==> config.mk <==
export PLATFORM = sky130hd
export DESIGN_NAME = instr_exec
export DESIGN_NICKNAME = d
export VERILOG_FILES = /design/src/rtl/instr_exec.sv
export SDC_FILE = /design/constraint.sdc
export NUM_CORES = 1
export LEC_CHECK = 0
export CORE_AREA = 2 2 76 78
export DETAILED_ROUTE_END_ITERATION = 10
export DIE_AREA = 0 0 78 80
export DONT_BUFFER_PORTS = 1
export SLEW_MARGIN = 15
export SYNTH_ARGS = -nofsm -noshare
export SYNTH_HDL_FRONTEND = slang
export SYNTH_SLANG_ARGS = --single-unit
==> constraint.sdc <==
create_clock -name clock -period 3.35 [get_ports clock]
set_clock_uncertainty 0.2 [all_clocks]
set_input_delay 1.005 -clock clock [delete_from_list [all_inputs] [get_ports clock]]
set_output_delay 1.005 -clock clock [all_outputs]
set_load 0.005 [all_outputs]
==> src/rtl/instr_exec.sv <==
// instr_exec: accumulator instruction executor driven by an upstream PC/ROM.
// Each instruction runs FETCH -> EXEC -> RETIRE, and fetch_ena pulses once in
// RETIRE to advance the upstream PC.
// Optional feature macro: INSTR_EXEC_MUL_EN adds a 5-cycle shift-add MUL
// (opcode 010). Without it, opcode 010 is a 3-cycle no-op that sets the
// sticky illegal flag.
//
// state  | meaning
// -------+---------------------------------------------------------------
// IDLE   | waiting for ena
// FETCH  | latch instr_in into IR
// EXEC   | decode; single-cycle ops write acc/flags on the exit edge
// MUL    | one multiplier bit per cycle, five cycles (MUL build only)
// RETIRE | pulse fetch_ena; continue to FETCH or drop to IDLE
// HALT   | parked until reset
module instr_exec #(
    parameter logic [7:0] ACC_INIT = 8'h00
) (
    input  logic       clock,
    input  logic       reset,
    input  logic       ena,
    input  logic [7:0] instr_in,
    output logic       fetch_ena,
    output logic [7:0] acc_out,
    output logic       zero_flag,
    output logic       carry_flag,
    output logic       ovf_flag,
    output logic       busy,
    output logic       halted,
    output logic       illegal
);

    localparam logic [2:0] OP_ADD  = 3'b000;
    localparam logic [2:0] OP_SUB  = 3'b001;
    localparam logic [2:0] OP_MUL  = 3'b010;
    localparam logic [2:0] OP_LDI  = 3'b011;
    localparam logic [2:0] OP_AND  = 3'b100;
    localparam logic [2:0] OP_OR   = 3'b101;
    localparam logic [2:0] OP_XOR  = 3'b110;
    localparam logic [2:0] OP_HALT = 3'b111;

    typedef enum logic [2:0] {
        IDLE,
        FETCH,
        EXEC,
`ifdef INSTR_EXEC_MUL_EN
        MUL,
`endif
        RETIRE,
        HALT
    } state_t;

    state_t     state;
    logic [7:0] ir;
    logic [2:0] opcode;
    logic [7:0] operand;
    logic [8:0] sum;
    logic [8:0] diff;
    logic [7:0] alu_acc;
    logic       alu_carry;

    assign opcode  = ir[7:5];
    assign operand = {3'b000, ir[4:0]};
    assign sum     = {1'b0, acc_out} + {1'b0, operand};
    assign diff    = {1'b0, acc_out} - {1'b0, operand};

`ifdef INSTR_EXEC_MUL_EN
    // mul_cnt counts down from 4; the multiplier bit consumed is 4 - mul_cnt,
    // so operand bits are taken LSB first while mcand shifts left.
    logic [2:0]  mul_cnt;
    logic [2:0]  mul_idx;
    logic [12:0] product;
    logic [12:0] mcand;
    logic [12:0] product_next;

    assign mul_idx      = 3'd4 - mul_cnt;
    assign product_next = product + (ir[mul_idx] ? mcand : 13'd0);
`endif

    // Result of the single-cycle ALU ops; diff[8] is the borrow for SUB.
    always_comb begin
        alu_acc   = acc_out;
        alu_carry = 1'b0;
        case (opcode)
            OP_ADD: begin
                alu_acc   = sum[7:0];
                alu_carry = sum[8];
            end
            OP_SUB: begin
                alu_acc   = diff[7:0];
                alu_carry = diff[8];
            end
            OP_LDI:  alu_acc = operand;
            OP_AND:  alu_acc = acc_out & operand;
            OP_OR:   alu_acc = acc_out | operand;
            OP_XOR:  alu_acc = acc_out ^ operand;
            default: alu_acc = acc_out;
        endcase
    end

    // Sequencer with registered status outputs and the accumulator datapath.
    always_ff @(posedge clock or posedge reset) begin
        if (reset) begin
            state      <= IDLE;
            ir         <= 8'h00;
            acc_out    <= ACC_INIT;
            zero_flag  <= (ACC_INIT == 8'h00);
            carry_flag <= 1'b0;
            ovf_flag   <= 1'b0;
            fetch_ena  <= 1'b0;
            busy       <= 1'b0;
            halted     <= 1'b0;
            illegal    <= 1'b0;
`ifdef INSTR_EXEC_MUL_EN
            mul_cnt    <= 3'd0;
            product    <= 13'd0;
            mcand      <= 13'd0;
`endif
        end else begin
            fetch_ena <= 1'b0;
            case (state)
                IDLE: begin
                    if (ena) begin
                        state <= FETCH;
                        busy  <= 1'b1;
                    end
                end
                FETCH: begin
                    ir    <= instr_in;
                    state <= EXEC;
                end
                EXEC: begin
                    case (opcode)
                        OP_MUL: begin
`ifdef INSTR_EXEC_MUL_EN
                            state   <= MUL;
                            mul_cnt <= 3'd4;
                            product <= 13'd0;
                            mcand   <= {5'b00000, acc_out};
`else
                            state     <= RETIRE;
                            fetch_ena <= 1'b1;
                            illegal   <= 1'b1;
`endif
                        end
                        OP_HALT: begin
                            state  <= HALT;
                            busy   <= 1'b0;
                            halted <= 1'b1;
                        end
                        default: begin
                            state      <= RETIRE;
                            fetch_ena  <= 1'b1;
                            acc_out    <= alu_acc;
                            zero_flag  <= (alu_acc == 8'h00);
                            carry_flag <= alu_carry;
                            ovf_flag   <= 1'b0;
                        end
                    endcase
                end
`ifdef INSTR_EXEC_MUL_EN
                MUL: begin
                    product <= product_next;
                    mcand   <= mcand << 1;
                    if (mul_cnt == 3'd0) begin
                        state      <= RETIRE;
                        fetch_ena  <= 1'b1;
                        acc_out    <= product_next[7:0];
                        zero_flag  <= (product_next[7:0] == 8'h00);
                        carry_flag <= 1'b0;
                        ovf_flag   <= |product_next[12:8];
                    end else begin
                        mul_cnt <= mul_cnt - 3'd1;
                    end
                end
`endif
                RETIRE: begin
                    if (ena) begin
                        state <= FETCH;
                    end else begin
                        state <= IDLE;
                        busy  <= 1'b0;
                    end
                end
                HALT: begin
                    state <= HALT;
                end
                default: begin
                    state  <= IDLE;
                    busy   <= 1'b0;
                    halted <= 1'b0;
                end
            endcase
        end
    end

endmodule

# After elaboration in Yosys (flattened, before gate mapping)
# Index checks and enable logic that the tools add are counted.
# word_totals
in_bits	11
wordCells	55
reg_bits	25
# classes
bitwise_logic	6
add_sub_neg	2
n_eq_ne	14
n_mux	14
n_reduce_logical	10
# op_table
operator	count
$pmux W8 S6	1
$eq A3 B3 Y1 const B	5
$pmux W3 S5	1
$eq A3 B2 Y1 const B	4
$add A8 B5 Y9	1
$sub A8 B5 Y9	1
$and A8 B5 Y8	1
$logic_not A8 Y1	1
$or A8 B5 Y8	1
$xor A8 B5 Y8	1
$mux W1	7
$eq A3 B1 Y1 const B	2
$logic_not A3 Y1	2
$mux W3	2
$ne A2 B2 Y1 const B	3
$reduce_and A2 Y1	3
$pmux W1 S2	2
$pmux W1 S4	1
$reduce_and A4 Y1	1
$reduce_or A2 Y1	2
$reduce_or A4 Y1	1
$not A1 Y1	3

# Logic depth before layout (Yosys ltp)
# Gate-level depths: netlist of the first run.
# logic_depth
depth_word	4
ltp_mapped	10
depth_no_buf	10

# Worst setup path before layout of the first run
# Ideal clock, no wire load.
# synth_timing
kind	reg-to-reg
from	register acc_out[0]
to	register zero_flag
t_required_ns	3.053
stages_incl_launch_ff	9
arrival_ns	2.220
setup_slack_ns	0.833
setup_ns	0.097
cell_sequence	dfrtp_1 > ha_1 > fa_1 > a211oi_1 > o21a_1 > o311ai_0 > a211oi_1 > o2111ai_1 > o41ai_2
# synth_between
elab_chain_cells	3
elab_cells_between_ends	7
# synth_rtl
element	line_no	text
start: declaration	24	output logic [7:0] acc_out,
start signal: assignment	154	acc_out <= alu_acc;
$sub A8 B5 Y9 (tied with other cells)	65	assign diff = {1'b0, acc_out} - {1'b0, operand};
$pmux W8 S6 (*)	84	case (opcode)
$logic_not A8 Y1 (*)	155	zero_flag <= (alu_acc == 8'h00);
end signal: assignment	107	zero_flag <= (ACC_INIT == 8'h00);
end signal: assignment	155	
end: declaration	25	output logic zero_flag,
# Mark *: on every way between the ends. The rest lies on a longest branch, timed or not.
# A chain may end at the register's enable or synchronous reset.

# Worst setup path in the final report of the first run
# Same ends and word-level chain as after synthesis.

==> metrics.yaml, run 1 <==
run_status:
  status: "complete, no violations"
setup_path:
  r2r-end: "zero_flag"
  path_cells: "ha_1 -> fa_1 -> a211oi_1 -> o21a_1 -> o311ai_0 -> a211oi_1 -> o2111ai_1 -> o41ai_2"
  slowest_stage: "dfrtp_1"
  reg2regPathDepth: 8
  cpMostUsedCell: "a211oi_1"
  startpoint_type: "flip-flop"
  path_class: "reg -> reg"
  crit_path_start: "acc_out[0]"
  end_kind: "flip-flop"
  worst_ep_required_time_ns: 3.34
  r2r_slack_ns: 0.55
  arrival_ns: 2.79
  path_max_fanout: 4
  regToRegStartpoint: "acc_out[0]"
  endpoint: "zero_flag"
  max_stage_delay_ns: 0.44
sta:
  slew_violations: 0
  setup_viol: 0
  fin_crit_ns: 2.80
  hold_viol: 0
  fmax_ghz: 0.357
  rsz0062_at_grt: "false"
  relSlewSlack_pct: 45.9
  min_period_over_period_pct: 83.6
  fin_tns_setup_ns: 0
  worst_pin_slew_ns: 0.811
  holdWs_ns: 0.306
logic_synthesis:
  yosysTopAreaCellShare_pct: 28.1
  synth_cell_types: 66
  async_reset_ff_share_pct: 100
  synth_fp_nets: 272
  synth_common_cells: "dfrtp_1, inv_1, nand2_1"
  yosysWarnings: 0
  ys_ff_latch: 25
  synthFlopType: "dfrtp_1"
  ys_top_cells_by_area: "dfrtp_1, ha_1, o21ai_0"
  synth-edff-count: 0
  yosysMostFrequentCell: "dfrtp_1"
  synth_area_leader_cell: "dfrtp_1"
  syn_area_um2: 2140
  ys_seq_area_share_pct: 29.3
  synth_area_per_cell_um2: 8.77
  synthCells: 244
finish:
  fill_cells: 570
  seqCellArea_um2: 627
  multi_input_area_um2: 1330
  antennaDiodeCount: 0
  drive_gt1_share_pct: 10.5
  finalInstanceArea_um2: 2200
  syn_to_final_growth_pct: 2.57
  nNetsFinal: 266
route:
  wl_mm: 5.32
  postRouteAntennaNets: 0
  wl_per_cell_um: 17.2
  num_vias: 1805
  drt-pass1-iter-count: 5
  drt_iter0_drc: 135
  via_per_inst: 5.84
  drc: 0
clock_tree:
  clk_pin_slew_worst_paths_ns: 0.11
  cts_max_path_buffers: 2
  cts_tree: "done"
  cts.htree.levels: 1
  cts_setup_buffers: 0
  insertion_delay_ns: 0.28
  cts.hold.buffers_added: 0
  cts_inserted_buffers: 3
  cts.sinks: 25
  cts-root-buf: "clkbuf_8"
  ctsResizeCount: 0
hold_path:
  holdPathStages: 1
  hold_class: "reg -> reg"
floorplanning:
  die_area_um2: 6240
  coreArea_um2: 5410
  rows: 27
  die_w_um: 78
  io_pins: 26
  die_h_um: 80
  initial_core_util_pct: 39.6
grt:
  grt-ovfl-total: 0
  grt_pass1_wl_mm: 9.16
  antenna_found_initial: 0
  grt_use_total_pct: 18.5
  grt_pass1_vias: 1735
  grt_max_degree: 26
power:
  p_leak_nw: 0.917
  peakVddDrop_uv: 490
  power.density_nw_per_um2: 1180
placed_design:
  portBuffers: 0
  routabilityCongestion: 0.881
  placed_area_um2: 2150
  hpwl_mm: 3.98
job:
  drv_cap: 0
-- logic make-up (layout without fill, tap and decap cells) --
family | Yosys count | after routing | share of synthesized area [%]
XOR/XNOR | 1 | 1 | 0.409
AND/OR/NAND/NOR | 79 | 79 | 19.1
buffers and inverters | 34 | 27 | 8.47
adder cells (fa/ha/maj) | 17 | 17 | 10.6
AO/OA/AOI/OAI | 80 | 80 | 28.4
multiplexers | 7 | 7 | 3.57
flip-flops | 25 | 25 | 29.3
other | 1 | 1 | 0.175
-- area by class of cell --
class	count	area share, %
Clock inverter	1	0.342
Tap cell	72	4.10
Sequential cell	25	28.5
Multi-Input combinational cell	185	60.7
Clock buffer	3	1.88
Timing Repair Buffer	3	1.03
Inverter	20	3.42
-- power breakdown --
part           internal [mW]  switching, mW
Combinational          0.690           1.01
Clock                 0.0847          0.115
Sequential             0.435          0.247
Total                   1.21           1.38
-- registers in the layout, summed over array words and instances (netlist names) --
register    count
acc_out         8
busy            1
carry_flag      1
fetch_ena       1
halted          1
illegal         1
ir              8
state           3
zero_flag       1
-- worst min-delay path by stage --
stage                   from  slack [ns]  endpoint
finish              state[2]        0.31  state[0]
global route        state[2]        0.33  state[0]
CTS                 state[2]        0.30  state[0]
detailed placement  state[2]        0.29  state[0]
global placement    state[2]        0.28  state[0]
floorplan           state[2]        0.25  state[0]
-- routing by layer --
layer / wire, um / vias up / part of all wire, % / global-route usage [%]
met3: 344 / 2 / 6.5 / 3.28
met1: 2560 / 864 / 48 / 27.3
li1: - / 881 / - / -
met5: 0 / - / 0 / 0
met2: 2400 / 58 / 45 / 28.4
met4: 14 / 0 / 0.26 / 3.33
-- layout by cell type, fill, tap and decap left out, types with 2 or more instances in the layout --
| master | count |
|---|---|
| nand2_1 | 19 |
| o22ai_1 | 3 |
| o2bb2ai_1 | 2 |
| nand3_1 | 8 |
| o211ai_1 | 3 |
| ha_1 | 15 |
| mux2_2 | 5 |
| a211oi_1 | 2 |
| nand2b_1 | 5 |
| o21ai_0 | 17 |
| a2bb2oi_1 | 2 |
| a31oi_1 | 2 |
| a21o_1 | 2 |
| a21oi_1 | 16 |
| buf_4 | 3 |
| nor3_1 | 7 |
| clkbuf_8 | 3 |
| o31ai_1 | 4 |
| inv_1 | 19 |
| o21a_1 | 3 |
| a32oi_1 | 2 |
| o211a_1 | 2 |
| mux2i_1 | 2 |
| dfrtp_1 | 24 |
| a32o_1 | 3 |
| nor4_1 | 2 |
| nor2_1 | 17 |
| and3_2 | 2 |
| or4_1 | 2 |
| fa_1 | 2 |
| nor2b_1 | 6 |
| or3_1 | 2 |
-- stage by stage --
| step | setup slack [ns] | power (mW) | cells | utilization (%) |
|---|---|---|---|---|
| 2_1_floorplan | 0.833 | 2.04 | 244 | - |
| 3_3_place_gp | 0.667 | 2.37 | 305 | 39.7 |
| 3_5_place_dp | 0.596 | 2.37 | 305 | 39.7 |
| 4_1_cts | 0.553 | 2.57 | 309 | 40.6 |
| 5_1_grt | 0.335 | 2.85 | 309 | 40.6 |
| 6_report | 0.551 | 2.59 | 309 | 40.6 |
-- worst max-delay path: cells and delay by family, from the launching register on --
family | cells | cell delay [ns]
adders and majority gates | 2 | 0.72
DFF | 1 | 0.44
AOI/OAI and AO/OA | 6 | 1.35
Power figures use the tool's default switching activity.
==> run 2: changes to the inputs <==
==> constraint.sdc (replaced) <==
create_clock -name clock -period 2.9 [get_ports clock]
set_clock_uncertainty 0.2 [all_clocks]
set_input_delay 0.87 -clock clock [delete_from_list [all_inputs] [get_ports clock]]
set_output_delay 0.87 -clock clock [all_outputs]
set_load 0.005 [all_outputs]
==> run 2 against run 1 <==
  * Non-clock buffer count up 5
  * Count of clock-buffer cells in the layout unchanged
  * Sequential cell count unchanged
  * Cell count up 1.6%
  * Largest cell class unchanged
  * Largest power group unchanged
==> metrics.yaml, run 2 (same netlist as run 1, synthesis figures left out) <==
placed_design:
  hpwl_mm: 4.24
  placed_area_um2: 2180
  routabilityCongestion: 0.855
  portBuffers: 0
setup_path:
  end_kind: "flip-flop"
  path_class: "reg -> reg"
  arrival_ns: 2.74
  worst_ep_required_time_ns: 2.89
  startpoint_type: "flip-flop"
  path_max_fanout: 4
finish:
  nNetsFinal: 271
  mostFrequentLayoutCell: "dfrtp_1"
  final_cell_mix: "dfrtp_1, inv_1, nand2_1, o21ai_0, nor2_1"
  drive_gt1_share_pct: 13.2
  antennaDiodeCount: 0
  syn_to_final_growth_pct: 4.62
  fill_cells: 541
  final_core_util_pct: 41.4
  finalInstanceArea_um2: 2240
  top_regs: "acc_out: 8 flops, ir: 8 flops, state: 3 flops"
clock_tree:
  cts-root-buf: "clkbuf_8"
  cts_setup_buffers: 0
  clk_pin_slew_worst_paths_ns: 0.10
  cts_max_path_buffers: 2
  cts.hold.buffers_added: 0
  cts_tree: "done"
  cts.sinks: 25
  ctsResizeCount: 0
  cts.htree.levels: 1
  cts_inserted_buffers: 3
  insertion_delay_ns: 0.28
floorplanning:
  die_area_um2: 6240
  initial_core_util_pct: 39.6
  die_w_um: 78
  die_h_um: 80
  io_pins: 26
  rows: 27
  coreArea_um2: 5410
route:
  drt-pass1-iter-count: 4
  drt_iter0_drc: 138
  wl_per_cell_um: 17.4
  postRouteAntennaNets: 0
  wl_mm: 5.48
  num_vias: 1857
  via_per_inst: 5.91
  drc: 0
power:
  p_leak_nw: 0.940
  peakVddDrop_uv: 524
  power_mw: 3.07
  power.density_nw_per_um2: 1370
grt:
  grt_pass1_wl_mm: 9.14
  grt_max_degree: 18
  antenna_found_initial: 0
  grt_pass1_vias: 1759
  grt-ovfl-total: 0
  grt_use_total_pct: 18.5
sta:
  holdWs_ns: 0.292
  worst_pin_slew_ns: 0.656
  min_period_over_period_pct: 94.7
  hold_viol: 0
  fmax_ghz: 0.364
  fin_crit_ns: 2.74
  rsz0062_at_grt: "false"
  relSlewSlack_pct: 56.2
  setup_viol: 0
  fin_tns_setup_ns: 0
  slew_violations: 0
run_status:
  status: "complete, no violations"
job:
  drv_cap: 0
hold_path:
  hold_class: "reg -> reg"
-- run 2: changes by cell type in the layout (fill, tap and decap cells not counted), sizes merged --
cell | before | now
buf | 3 | 8
-- run 2: area by class of cell --
type / instances / area (um^2) / area share (%)
multi-input combinational: 185 / 1340 / 59.8
sequential: 25 / 627 / 28.0
tap: 72 / 90.1 / 4.02
inverter: 20 / 75.1 / 3.35
timing repair buffer: 8 / 60.1 / 2.68
clock buffer: 3 / 41.3 / 1.84
clock inverter: 1 / 7.51 / 0.335
-- run 2: report_power, final --
group          switching [mW]  internal (mW)
logic                    1.24          0.852
clock network           0.128         0.0978
registers               0.253          0.503
total                    1.62           1.45
-- run 2: critical path, cell delays in order, from the launching register on --
cell	delay (ns)
dfrtp_1	0.43
ha_1	0.28
fa_1	0.43
a211oi_1	0.29
o21a_1	0.17
o311ai_0	0.10
a211oi_1	0.33
o2111ai_1	0.19
o41ai_2	0.23
-- run 2: path summary, 6_finish.rpt --
kind                       depth (start not counted)          to  slack (ns)       start
setup reg to reg                                   8   zero_flag        0.16  acc_out[0]
min in group asynchronous                          1  acc_out[6]        0.36       reset
hold reg to reg                                    1    state[0]        0.29    state[2]
hold / removal                                     1    state[0]        0.29    state[2]
max in group asynchronous                          2       ir[7]        1.55       reset
setup / recovery                                   8   zero_flag        0.16  acc_out[0]
-- run 2: metal layers --
metal	share of wire (%)	GRT usage (%)
met4	1.2	6.84
met1	47	26.2
met5	0	0
met3	7.2	4.07
met2	45	27.6
-- run 2: metrics by stage --
| stage | std cells | setup slack, ns |
|---|---|---|
| finish | 314 | 0.155 |
| global route | 314 | 0.00359 |
| CTS | 314 | 0.134 |
| detailed placement | 310 | 0.163 |
| global placement | 310 | 0.206 |
| floorplan | 244 | 0.383 |
==> run 3: changes to the inputs <==
--- a/config.mk
+++ b/config.mk
@@ -5,9 +5,9 @@
 export SDC_FILE = /design/constraint.sdc
 export NUM_CORES = 1
 export LEC_CHECK = 0
-export CORE_AREA = 2 2 76 78
+export CORE_AREA = 2 2 77 79
 export DETAILED_ROUTE_END_ITERATION = 10
-export DIE_AREA = 0 0 78 80
+export DIE_AREA = 0 0 79 81
 export DONT_BUFFER_PORTS = 1
 export SLEW_MARGIN = 15
 export SYNTH_ARGS = -nofsm -noshare
==> run 3 against run 2 <==
  * Fmax rose by 1.5%
  * Count of clock-buffer cells in the layout did not move
  * Power rose by 2.7%
  * First-iteration DRC count up 78%
  * Critical path depth unchanged
  * Die area increased by 2.5%
  * Combinational power rose by 3%
  * Via count rose by 0.86%
  * Sequential cell count unchanged
  * Clock power about the same
  * Critical path type unchanged
  * Critical endpoint unchanged
  * Largest cell class unchanged
  * Highest routed layer unchanged
==> metrics.yaml, run 3 (same netlist as run 1, synthesis figures left out) <==
power:
  p_clk_share_pct: 7.1
  internal_power_mw: 1.52
  p_seq_share_pct: 24.7
  power.density_nw_per_um2: 1390
  power_mw: 3.15
  combinationalPowerShare_pct: 68.2
  p_switching_mw: 1.64
  switching_share_pct: 52.0
  p_leak_nw: 0.957
  peakVddDrop_uv: 421
finish:
  final_core_util_pct: 40.1
  top_regs: "acc_out: 8 flops, ir: 8 flops, state: 3 flops"
  syn_to_final_growth_pct: 6.37
  nNetsFinal: 275
  fill_cells: 568
  drive_gt1_share_pct: 15.0
  antennaDiodeCount: 0
  mostFrequentLayoutCell: "dfrtp_1"
  final_cell_mix: "dfrtp_1, inv_1, nand2_1, nor2_1"
clock_tree:
  cts-root-buf: "clkbuf_8"
  clk_pin_slew_worst_paths_ns: 0.10
  cts_tree: "done"
  cts.sinks: 25
  cts.hold.buffers_added: 0
  cts_inserted_buffers: 3
  insertion_delay_ns: 0.28
  cts_max_path_buffers: 2
  cts.htree.levels: 1
sta:
  fin_tns_setup_ns: 0
  setup_viol: 0
  worst_pin_slew_ns: 0.749
  rsz0062_at_grt: "false"
  min_period_over_period_pct: 93.2
  worst_slack_ns: 0.197
  relSlewSlack_pct: 50.1
  slew_violations: 0
  fmax_ghz: 0.370
  hold_viol: 0
  fin_crit_ns: 2.70
setup_path:
  cp_top_family: "compound AO/OA/AOI/OAI gates"
  worst_ep_required_time_ns: 2.89
  end_kind: "flip-flop"
  max_stage_delay_ns: 0.44
  path_max_fanout: 4
  arrival_ns: 2.70
  cp.buffers_inverters: 0
  path_cells: "ha_1 -> fa_1 -> a211oi_2 -> o21a_1 -> o311ai_0 -> a211oi_1 -> o2111ai_1 -> o41ai_2"
  crit_path_start: "acc_out[0]"
  startpoint_type: "flip-flop"
  path_class: "reg -> reg"
  slowest_stage: "fa_1"
  regToRegStartpoint: "acc_out[0]"
route:
  wl_mm: 5.55
  drc: 0
  drt_iter0_drc: 245
  via_per_inst: 5.83
  wl_per_cell_um: 17.3
  drt-pass1-iter-count: 4
  num_vias: 1873
  postRouteAntennaNets: 0
placed_design:
  hpwl_mm: 4.14
  routabilityCongestion: 0.883
  portBuffers: 0
  dp_slack_ns: 0.145
hold_path:
  hold_class: "reg -> reg"
  worstHoldStart: "state[2]"
floorplanning:
  coreArea_um2: 5680
  die_w_um: 79
  die_area_um2: 6400
  initial_core_util_pct: 37.7
  rows: 28
  io_pins: 26
  die_h_um: 81
run_status:
  status: "complete, no violations"
grt:
  grt-ovfl-total: 0
  grt_pass1_vias: 1773
  antenna_found_initial: 0
  grt_pass1_wl_mm: 9.07
  grt_max_degree: 26
  grt_use_total_pct: 18.1
job:
  drv_cap: 0
## run 3: cell types whose count changed in the layout (fill, tap and decap cells not counted), sizes merged
cell	before	now
buf	8	12
## run 3: power groups by stage
stage / logic, mW / clock network, mW / registers [mW]
3_5_place_dp: 2.04 / 0 / 0.786
4_1_cts: 2.05 / 0.234 / 0.778
2_1_floorplan: 1.72 / 0 / 0.646
3_3_place_gp: 2.04 / 0 / 0.780
6_report: 2.15 / 0.225 / 0.778
5_1_grt: 2.38 / 0.245 / 0.816
## run 3: layout make-up
class | instances | area [um^2] | share of cell area, %
Timing Repair Buffer | 12 | 90.1 | 3.96
Tap cell | 75 | 93.8 | 4.12
Clock inverter | 1 | 7.51 | 0.330
Clock buffer | 3 | 41.3 | 1.81
Multi-Input combinational cell | 185 | 1340 | 59.0
Inverter | 20 | 75.1 | 3.30
Sequential cell | 25 | 627 | 27.5
## run 3: repair_timing
| item | in CTS | in global routing |
|---|---|---|
| setup endpoints to repair | 0 | 1 |
| resized for setup | 0 | 4 |
| setup buffers | 0 | 2 |
## run 3: metal layers
metal / track usage, % / up-vias / share of wire [%]
met1: 23.6 / 893 / 45
met3: 2.11 / 11 / 6.1
li1: - / 900 / -
met5: 0 / - / 0
met2: 31.4 / 69 / 47
met4: 6.21 / 0 / 2.1
## run 3: through the flow
step | instance area (um^2) | hold WS [ns] | instances
after detailed placement | 2200 | 0.269 | 315
after global routing | 2280 | 0.343 | 321
final | 2280 | 0.294 | 321
after floorplan | 2140 | 0.247 | 244
after CTS | 2250 | 0.291 | 319
after global placement | 2200 | 0.271 | 315
## run 3: worst paths after layout
kind | to | slack [ns] | cells after the start
setup / recovery | zero_flag | 0.20 | 8
setup reg to reg | zero_flag | 0.20 | 8
min in group asynchronous | halted | 0.32 | 2
max in group asynchronous | zero_flag | 1.88 | 2
hold / removal | state[0] | 0.29 | 1
hold reg to reg | state[0] | 0.29 | 1
